===== src/rtl/mdio_arb_pkg.sv =====
// Shared types and constants for the MDIO request arbiter and its round-robin picker.
// The DRAIN state only exists when MDIO_ARB_TIMEOUT_EN is defined.
package mdio_arb_pkg;

  localparam int MAX_REQ = 4;
  localparam int IDX_W   = $clog2(MAX_REQ);

  localparam logic        OP_RD        = 1'b1;
  localparam logic        OP_WR        = 1'b0;
  localparam logic [15:0] RD_FAIL_DATA = 16'hFFFF;

  typedef enum logic [1:0] {
    S_IDLE  = 2'd0,
    S_WAIT  = 2'd1,
    S_RESP  = 2'd2
`ifdef MDIO_ARB_TIMEOUT_EN
    ,
    S_DRAIN = 2'd3
`endif
  } arb_state_e;

endpackage


===== src/rtl/mdio_req_arbiter_if.sv =====
// Requester-side and controller-side bundle of the MDIO request arbiter.
// master = arbiter view, slave = requesters plus MDIO controller view.
interface mdio_req_arbiter_if #(
  parameter int N_REQ = 3
);
  // Requests are levels: the arbiter latches fields in the cycle it grants and
  // answers with a single-cycle req_ready, later a single-cycle rsp_valid to the
  // same requester. ctrl_exec/ctrl_done are single-cycle pulses, one op in flight.
  logic [N_REQ-1:0]    req_valid;
  logic [N_REQ-1:0]    req_ready;
  logic [N_REQ-1:0]    req_rd;
  logic [5*N_REQ-1:0]  req_reg_addr;
  logic [16*N_REQ-1:0] req_wdata;
  logic [N_REQ-1:0]    rsp_valid;
  logic [15:0]         rsp_rdata;
  logic                rsp_err;
  logic                ctrl_exec;
  logic                ctrl_rh_wl;
  logic [4:0]          ctrl_phy_addr;
  logic [4:0]          ctrl_reg_addr;
  logic [15:0]         ctrl_wr_data;
  logic                ctrl_done;
  logic [15:0]         ctrl_rd_data;
  logic                ctrl_rd_ack;
  logic                arb_busy;

  modport master (
    input  req_valid, req_rd, req_reg_addr, req_wdata,
    input  ctrl_done, ctrl_rd_data, ctrl_rd_ack,
    output req_ready, rsp_valid, rsp_rdata, rsp_err,
    output ctrl_exec, ctrl_rh_wl, ctrl_phy_addr, ctrl_reg_addr, ctrl_wr_data,
    output arb_busy
  );

  modport slave (
    output req_valid, req_rd, req_reg_addr, req_wdata,
    output ctrl_done, ctrl_rd_data, ctrl_rd_ack,
    input  req_ready, rsp_valid, rsp_rdata, rsp_err,
    input  ctrl_exec, ctrl_rh_wl, ctrl_phy_addr, ctrl_reg_addr, ctrl_wr_data,
    input  arb_busy
  );

endinterface


===== src/rtl/mdio_rr_pick.sv =====
// Combinational round-robin picker: first set request strictly after last_i,
// wrapping modulo N. Returns a one-hot grant and its encoded index.
module mdio_rr_pick
  import mdio_arb_pkg::*;
#(
  parameter int N = 3
) (
  input  logic [N-1:0]     req_i,
  input  logic [IDX_W-1:0] last_i,
  output logic [N-1:0]     grant_o,
  output logic [IDX_W-1:0] idx_o
);

  logic [IDX_W-1:0] cand;

  // Walk from the farthest candidate to the nearest so the nearest set bit wins.
  always_comb begin
    grant_o = '0;
    idx_o   = '0;
    cand    = '0;
    for (int k = N; k >= 1; k--) begin
      cand = IDX_W'((int'(last_i) + k) % N);
      if (req_i[cand]) begin
        grant_o       = '0;
        grant_o[cand] = 1'b1;
        idx_o         = cand;
      end
    end
  end

endmodule


===== src/rtl/mdio_req_arbiter.sv =====
// Shares one MDIO controller between N_REQ requesters, round-robin, one op in flight.
// Optional watchdog with DRAIN state is enabled by defining MDIO_ARB_TIMEOUT_EN.
module mdio_req_arbiter
  import mdio_arb_pkg::*;
#(
  parameter int         N_REQ       = 3,
  parameter logic [4:0] PHY_ADDR    = 5'h04,
  parameter int         TIMEOUT_CYC = 4096
) (
  input  logic               sys_clk,
  input  logic               sys_rst_n,
  mdio_req_arbiter_if.master bus,
  output arb_state_e         dbg_state_o
);

  if (N_REQ < 2 || N_REQ > MAX_REQ || TIMEOUT_CYC < 1) begin : g_param_check
    $error("mdio_req_arbiter: N_REQ must be 2..4 and TIMEOUT_CYC >= 1");
  end

  arb_state_e       state_q;
  logic [IDX_W-1:0] last_win_q;
  logic [N_REQ-1:0] owner_q;
  logic [N_REQ-1:0] ready_q;
  logic [N_REQ-1:0] rsp_valid_q;
  logic             exec_q;
  logic             rh_wl_q;
  logic             rsp_err_q;
  logic [4:0]       reg_addr_q;
  logic [15:0]      wr_data_q;
  logic [15:0]      rsp_rdata_q;
`ifdef MDIO_ARB_TIMEOUT_EN
  logic [31:0]      cnt_q;
`endif

  logic [N_REQ-1:0] pick_grant;
  logic [IDX_W-1:0] pick_idx;
  logic             sel_rd;
  logic [4:0]       sel_addr;
  logic [15:0]      sel_wdata;

  mdio_rr_pick #(.N(N_REQ)) u_pick (
    .req_i   (bus.req_valid),
    .last_i  (last_win_q),
    .grant_o (pick_grant),
    .idx_o   (pick_idx)
  );

  // Field mux driven by the one-hot grant so every slice index is a constant.
  always_comb begin
    sel_rd    = 1'b0;
    sel_addr  = '0;
    sel_wdata = '0;
    for (int i = 0; i < N_REQ; i++) begin
      if (pick_grant[i]) begin
        sel_rd    = bus.req_rd[i];
        sel_addr  = bus.req_reg_addr[i*5 +: 5];
        sel_wdata = bus.req_wdata[i*16 +: 16];
      end
    end
  end

  always_ff @(posedge sys_clk or negedge sys_rst_n) begin
    if (!sys_rst_n) begin
      state_q     <= S_IDLE;
      last_win_q  <= IDX_W'(N_REQ - 1);
      owner_q     <= '0;
      ready_q     <= '0;
      rsp_valid_q <= '0;
      exec_q      <= 1'b0;
      rh_wl_q     <= 1'b0;
      rsp_err_q   <= 1'b0;
      reg_addr_q  <= '0;
      wr_data_q   <= '0;
      rsp_rdata_q <= '0;
`ifdef MDIO_ARB_TIMEOUT_EN
      cnt_q       <= '0;
`endif
    end else begin
      ready_q     <= '0;
      rsp_valid_q <= '0;
      exec_q      <= 1'b0;
      case (state_q)
        S_IDLE: begin
          if (|pick_grant) begin
            ready_q    <= pick_grant;
            owner_q    <= pick_grant;
            exec_q     <= 1'b1;
            last_win_q <= pick_idx;
            rh_wl_q    <= sel_rd;
            reg_addr_q <= sel_addr;
            wr_data_q  <= sel_wdata;
`ifdef MDIO_ARB_TIMEOUT_EN
            cnt_q      <= '0;
`endif
            state_q    <= S_WAIT;
          end
        end
        S_WAIT: begin
          if (bus.ctrl_done) begin
            rsp_valid_q <= owner_q;
            if (rh_wl_q == OP_RD) begin
              rsp_err_q   <= ~bus.ctrl_rd_ack;
              rsp_rdata_q <= bus.ctrl_rd_ack ? bus.ctrl_rd_data : RD_FAIL_DATA;
            end else begin
              rsp_err_q   <= 1'b0;
              rsp_rdata_q <= '0;
            end
            state_q <= S_RESP;
          end
`ifdef MDIO_ARB_TIMEOUT_EN
          // Give up on the controller; the late done is swallowed in DRAIN.
          else if (cnt_q == 32'(TIMEOUT_CYC - 1)) begin
            rsp_valid_q <= owner_q;
            rsp_err_q   <= 1'b1;
            rsp_rdata_q <= RD_FAIL_DATA;
            state_q     <= S_DRAIN;
          end else begin
            cnt_q <= cnt_q + 32'd1;
          end
`endif
        end
        S_RESP: state_q <= S_IDLE;
`ifdef MDIO_ARB_TIMEOUT_EN
        S_DRAIN: begin
          if (bus.ctrl_done) state_q <= S_IDLE;
        end
`endif
        default: state_q <= S_IDLE;
      endcase
    end
  end

  assign bus.req_ready     = ready_q;
  assign bus.rsp_valid     = rsp_valid_q;
  assign bus.rsp_rdata     = rsp_rdata_q;
  assign bus.rsp_err       = rsp_err_q;
  assign bus.ctrl_exec     = exec_q;
  assign bus.ctrl_rh_wl    = rh_wl_q;
  assign bus.ctrl_phy_addr = PHY_ADDR;
  assign bus.ctrl_reg_addr = reg_addr_q;
  assign bus.ctrl_wr_data  = wr_data_q;
  assign bus.arb_busy      = (state_q != S_IDLE);
  assign dbg_state_o       = state_q;

endmodule


===== src/flat_wrapper.sv =====
// flat-port wrapper written by rule: the top's interface ports become plain ports
module mdio_req_arbiter_flat import mdio_arb_pkg::*;
#(
  parameter int         N_REQ       = 3,
  parameter logic [4:0] PHY_ADDR    = 5'h04,
  parameter int         TIMEOUT_CYC = 4096
)
  (sys_clk, sys_rst_n, dbg_state_o, bus_req_valid, bus_req_rd, bus_req_reg_addr, bus_req_wdata, bus_ctrl_done, bus_ctrl_rd_data, bus_ctrl_rd_ack, bus_req_ready, bus_rsp_valid, bus_rsp_rdata, bus_rsp_err, bus_ctrl_exec, bus_ctrl_rh_wl, bus_ctrl_phy_addr, bus_ctrl_reg_addr, bus_ctrl_wr_data, bus_arb_busy);
  mdio_req_arbiter_if #(.N_REQ(N_REQ)) bus_i ();
  input  logic sys_clk;
  input  logic sys_rst_n;
  output arb_state_e dbg_state_o;
  input wire logic [$bits(bus_i.req_valid)-1:0] bus_req_valid;
  input wire logic [$bits(bus_i.req_rd)-1:0] bus_req_rd;
  input wire logic [$bits(bus_i.req_reg_addr)-1:0] bus_req_reg_addr;
  input wire logic [$bits(bus_i.req_wdata)-1:0] bus_req_wdata;
  input wire logic [$bits(bus_i.ctrl_done)-1:0] bus_ctrl_done;
  input wire logic [$bits(bus_i.ctrl_rd_data)-1:0] bus_ctrl_rd_data;
  input wire logic [$bits(bus_i.ctrl_rd_ack)-1:0] bus_ctrl_rd_ack;
  output wire logic [$bits(bus_i.req_ready)-1:0] bus_req_ready;
  output wire logic [$bits(bus_i.rsp_valid)-1:0] bus_rsp_valid;
  output wire logic [$bits(bus_i.rsp_rdata)-1:0] bus_rsp_rdata;
  output wire logic [$bits(bus_i.rsp_err)-1:0] bus_rsp_err;
  output wire logic [$bits(bus_i.ctrl_exec)-1:0] bus_ctrl_exec;
  output wire logic [$bits(bus_i.ctrl_rh_wl)-1:0] bus_ctrl_rh_wl;
  output wire logic [$bits(bus_i.ctrl_phy_addr)-1:0] bus_ctrl_phy_addr;
  output wire logic [$bits(bus_i.ctrl_reg_addr)-1:0] bus_ctrl_reg_addr;
  output wire logic [$bits(bus_i.ctrl_wr_data)-1:0] bus_ctrl_wr_data;
  output wire logic [$bits(bus_i.arb_busy)-1:0] bus_arb_busy;
  assign bus_i.req_valid = bus_req_valid;
  assign bus_i.req_rd = bus_req_rd;
  assign bus_i.req_reg_addr = bus_req_reg_addr;
  assign bus_i.req_wdata = bus_req_wdata;
  assign bus_i.ctrl_done = bus_ctrl_done;
  assign bus_i.ctrl_rd_data = bus_ctrl_rd_data;
  assign bus_i.ctrl_rd_ack = bus_ctrl_rd_ack;
  assign bus_req_ready = bus_i.req_ready;
  assign bus_rsp_valid = bus_i.rsp_valid;
  assign bus_rsp_rdata = bus_i.rsp_rdata;
  assign bus_rsp_err = bus_i.rsp_err;
  assign bus_ctrl_exec = bus_i.ctrl_exec;
  assign bus_ctrl_rh_wl = bus_i.ctrl_rh_wl;
  assign bus_ctrl_phy_addr = bus_i.ctrl_phy_addr;
  assign bus_ctrl_reg_addr = bus_i.ctrl_reg_addr;
  assign bus_ctrl_wr_data = bus_i.ctrl_wr_data;
  assign bus_arb_busy = bus_i.arb_busy;
  mdio_req_arbiter #(.N_REQ(N_REQ), .PHY_ADDR(PHY_ADDR), .TIMEOUT_CYC(TIMEOUT_CYC)) u_core (.sys_clk(sys_clk), .sys_rst_n(sys_rst_n), .bus(bus_i), .dbg_state_o(dbg_state_o));
endmodule

===== config.mk =====
export PLATFORM = sky130hd
export DESIGN_NAME = mdio_req_arbiter_flat
export DESIGN_NICKNAME = d
export VERILOG_FILES = /design/src/rtl/mdio_arb_pkg.sv /design/src/rtl/mdio_req_arbiter_if.sv /design/src/rtl/mdio_rr_pick.sv /design/src/rtl/mdio_req_arbiter.sv /design/src/flat_wrapper.sv
export SDC_FILE = /design/constraint.sdc
export NUM_CORES = 1
export LEC_CHECK = 0
export ABC_AREA = 0
export CORE_MARGIN = 2
export CORE_UTILIZATION = 43
export CTS_CLUSTER_DIAMETER = 50
export DETAILED_ROUTE_END_ITERATION = 8
export GPL_TIMING_DRIVEN = 0
export PLACE_DENSITY = 0.86
export SLEW_MARGIN = 40
export SYNTH_ARGS = -nofsm -noshare
export SYNTH_HDL_FRONTEND = slang
export SYNTH_HIERARCHICAL = 1
export SYNTH_SLANG_ARGS = --single-unit

===== constraint.sdc =====
create_clock -name sys_clk -period 6.7 [get_ports sys_clk]
set_clock_uncertainty 0.05 [all_clocks]
set_input_delay 1.675 -clock sys_clk [delete_from_list [all_inputs] [get_ports sys_clk]]
set_output_delay 1.675 -clock sys_clk [all_outputs]
set_load 0.1 [all_outputs]

==> qor.yml <==
outcome:
  status: "finished clean"
critical_path:
  path_delay_family: "buffers and inverters"
  crit_path_max_incr_delay_ns: 0.47
  arrival_ns: 4.14
  crit_slowest_cell: "clkdlybuf4s50_1"
  crit_chain: "clkdlybuf4s50_1 > mux2i_1 > o22ai_2 > o31ai_1 > buf_2 > clkbuf_1 > a221oi_1 > o31ai_1"
  crit_buf_inv: 3
  crit_fanout: 10
  r2r-end: "u_core/bus.ctrl_wr_data[15]"
  end_kind: "register"
  reg2reg_slack_ns: 3.63
  rr_startpoint: "u_core/last_win_q[1]"
  crit_top_cell: "o31ai_1"
  reg2regPathDepth: 10
  crit_required_ns: 6.86
  critPathLaunchType: "input port"
  crit_type: "in2reg"
routing:
  ant_nets: 0
  post-route-drc-count: 0
  dr_total_vias: 2802
  first_pass_iters: 4
  wl_per_cell_um: 15.9
  via_per_inst: 5.43
  drt_iter0_drc: 101
  wirelength_um: 8210
run:
  drv_cap: 0
grt:
  grt_pass1_vias: 2748
  grt_util_all_layers_pct: 22.8
  grt_max_degree: 41
  grt_pass1_wl_um: 13100
  antenna_found_initial: 0
  gr-total-overflow: 0
die:
  die_area_sq_um: 7130
  fp.dieW_um: 84.4
  io_pins: 143
  start_util_pct: 44.1
  row_count: 29
  die_y_um: 84.4
  core-area_sq_um: 6310
synth:
  synth-seq-cells: 53
  synth.top_cells.by_count: "o21ai_0, dfrtp_1, nand2_1, nor2b_1, o31ai_1"
  syn-instance-count: 290
  yosysMostFrequentCell: "o21ai_0"
  synth_edf_count: 0
  ys.flop_type: "dfrtp_1"
  synth_area_sq_um: 2780
  synth.distinct_cells: 39
  synth_top_area_cell: "dfrtp_1"
  async_flop_share_pct: 100
  ys_seq_area_share_pct: 47.7
  netlist.area_leader.share_pct: 46.8
  synthTopCellsByArea: "dfrtp_1, o21ai_0, a221oi_1, o31ai_1, nor2b_1"
  avgSynthCellArea_sq_um: 9.60
  synth_warnings: 6
timing:
  period_share_pct: 59.4
  maxClockFrequency_mhz: 251
  hold_viol_final: 0
  slew_headroom_pct: 65.9
  worst_slew_pin_slew_ns: 0.515
  setup_viol_count_final: 0
  period_needed_ns: 3.98
  rsz0062_at_grt: "no"
  slew_violations: 0
  setup-tns-final_ns: 0
final_layout:
  final_nets: 531
  drive_gt1_share_pct: 18.2
  n_antenna_cell: 0
  area_delta_synth_final_pct: 48.1
clocking:
  cts_setup_buffers: 0
  cts_tree: "built"
  path_clk_slew_ns: 0.10
  cts-buffers-inserted: 5
  cts_buffer_depth: 2
  cts-hold-fix-buffers: 0
  cts_root_buffer: "clkbuf_8"
  clk_latency_ns: 0.31
  cts_resized: 0
  clock-sinks: 53
  cts_htree_levels: 2
hold_path:
  hp-class: "reg2reg"
  hold_path_depth: 2
  min_from: "u_core/bus.rsp_rdata[13]"
  hold_end: "u_core/bus.rsp_rdata[13]"
placement:
  port_buffers: 137
  finalWeightedCongestion: 0.891
  dp_hpwl_um: 6420
## layout by cell type (no fill, tap or decap), drive strengths merged, types with 3 or more instances in the layout
master	netlist	final
nor3	3	3
conb	2	5
a21o	3	3
nand2b	3	3
ha	4	4
a21oi	5	5
and2	6	6
clkbuf	15	21
clkdlybuf4s50	0	87
nor2b	24	24
mux2i	4	4
inv	9	10
nand2	24	24
o31ai	22	22
buf	14	65
a221oi	21	21
dfrtp	52	52
o21ai	60	60
nor2	4	4
mux2	3	3
## metal layers
layer	global-route usage, %	vias up	wire length [um]
li1	-	1332	-
met4	4.91	0	65
met1	29.2	1333	3460
met2	39.6	130	3950
met3	5.31	7	732
met5	0	-	0
## area by class of cell
cell class                 count  area, sq um
fill                         548         2190
multi-input combinational    202         1280
buffer                        29          156
tap                           77         96.3
timing repair buffer         138         1140
sequential                    53         1330
clock buffer                   6         72.6
inverter                       9         33.8
clock inverter                 2         13.8
## worst max path at each step
stage	slack, ns	depth (start not counted)	to	start
after global routing	2.53	8	u_core/bus.ctrl_wr_data[0]	bus_req_valid[2]
after detailed placement	2.43	8	u_core/bus.ctrl_wr_data[15]	bus_req_valid[2]
after CTS	2.72	8	u_core/bus.ctrl_wr_data[0]	bus_req_valid[2]
after floorplan	2.71	3	bus_arb_busy	u_core/dbg_state_o[1]
after global placement	2.38	1	u_core/bus.ctrl_wr_data[6]	sys_rst_n
final	2.72	8	u_core/bus.ctrl_wr_data[15]	bus_req_valid[2]
## through the flow
| step | instance area [sq um] | cells | setup WS [ns] | utilization [%] | hold slack, ns |
|---|---|---|---|---|---|
| detailed placement | 4030 | 508 | 2.43 | 63.9 | 0.415 |
| global route | 4120 | 516 | 2.53 | 65.3 | 0.452 |
| CTS | 4120 | 516 | 2.72 | 65.3 | 0.438 |
| global placement | 4260 | 507 | 2.38 | 67.5 | 0.404 |
| finish | 4120 | 516 | 2.72 | 65.3 | 0.430 |
| floorplan | 2790 | 293 | 2.71 | - | 0.391 |
## state kept, by name (all words and copies together), names as in the netlist
register / cells
u_core/bus.ctrl_wr_data: 16
u_core/bus.rsp_rdata: 16
u_core/bus.ctrl_reg_addr: 5
u_core/bus.req_ready: 3
u_core/bus.rsp_valid: 3
u_core/owner_q: 3
u_core/dbg_state_o: 2
u_core/last_win_q: 2
u_core/bus.ctrl_exec: 1
u_core/bus.ctrl_rh_wl: 1
u_core/bus.rsp_err: 1
## cell families (layout without fill, tap and decap cells)
family | after synthesis | in the layout | synth area share [%]
buf+inv | 38 | 184 | 6.83
compound gates | 118 | 118 | 27.2
other cells | 2 | 5 | 0.270
mux | 7 | 7 | 3.06
fa+ha+maj | 4 | 4 | 1.80
simple gates | 68 | 68 | 13.1
flops | 53 | 53 | 47.7
## worst min-delay path, stage by stage (launching register included)
cell     delay [ns]
dfrtp_1        0.35
nand2_1        0.05
o21ai_0        0.06
Power is left out: the tool's default activity adds up to more than one toggle a clock period on the data nets, which glitch-free logic cannot reach.
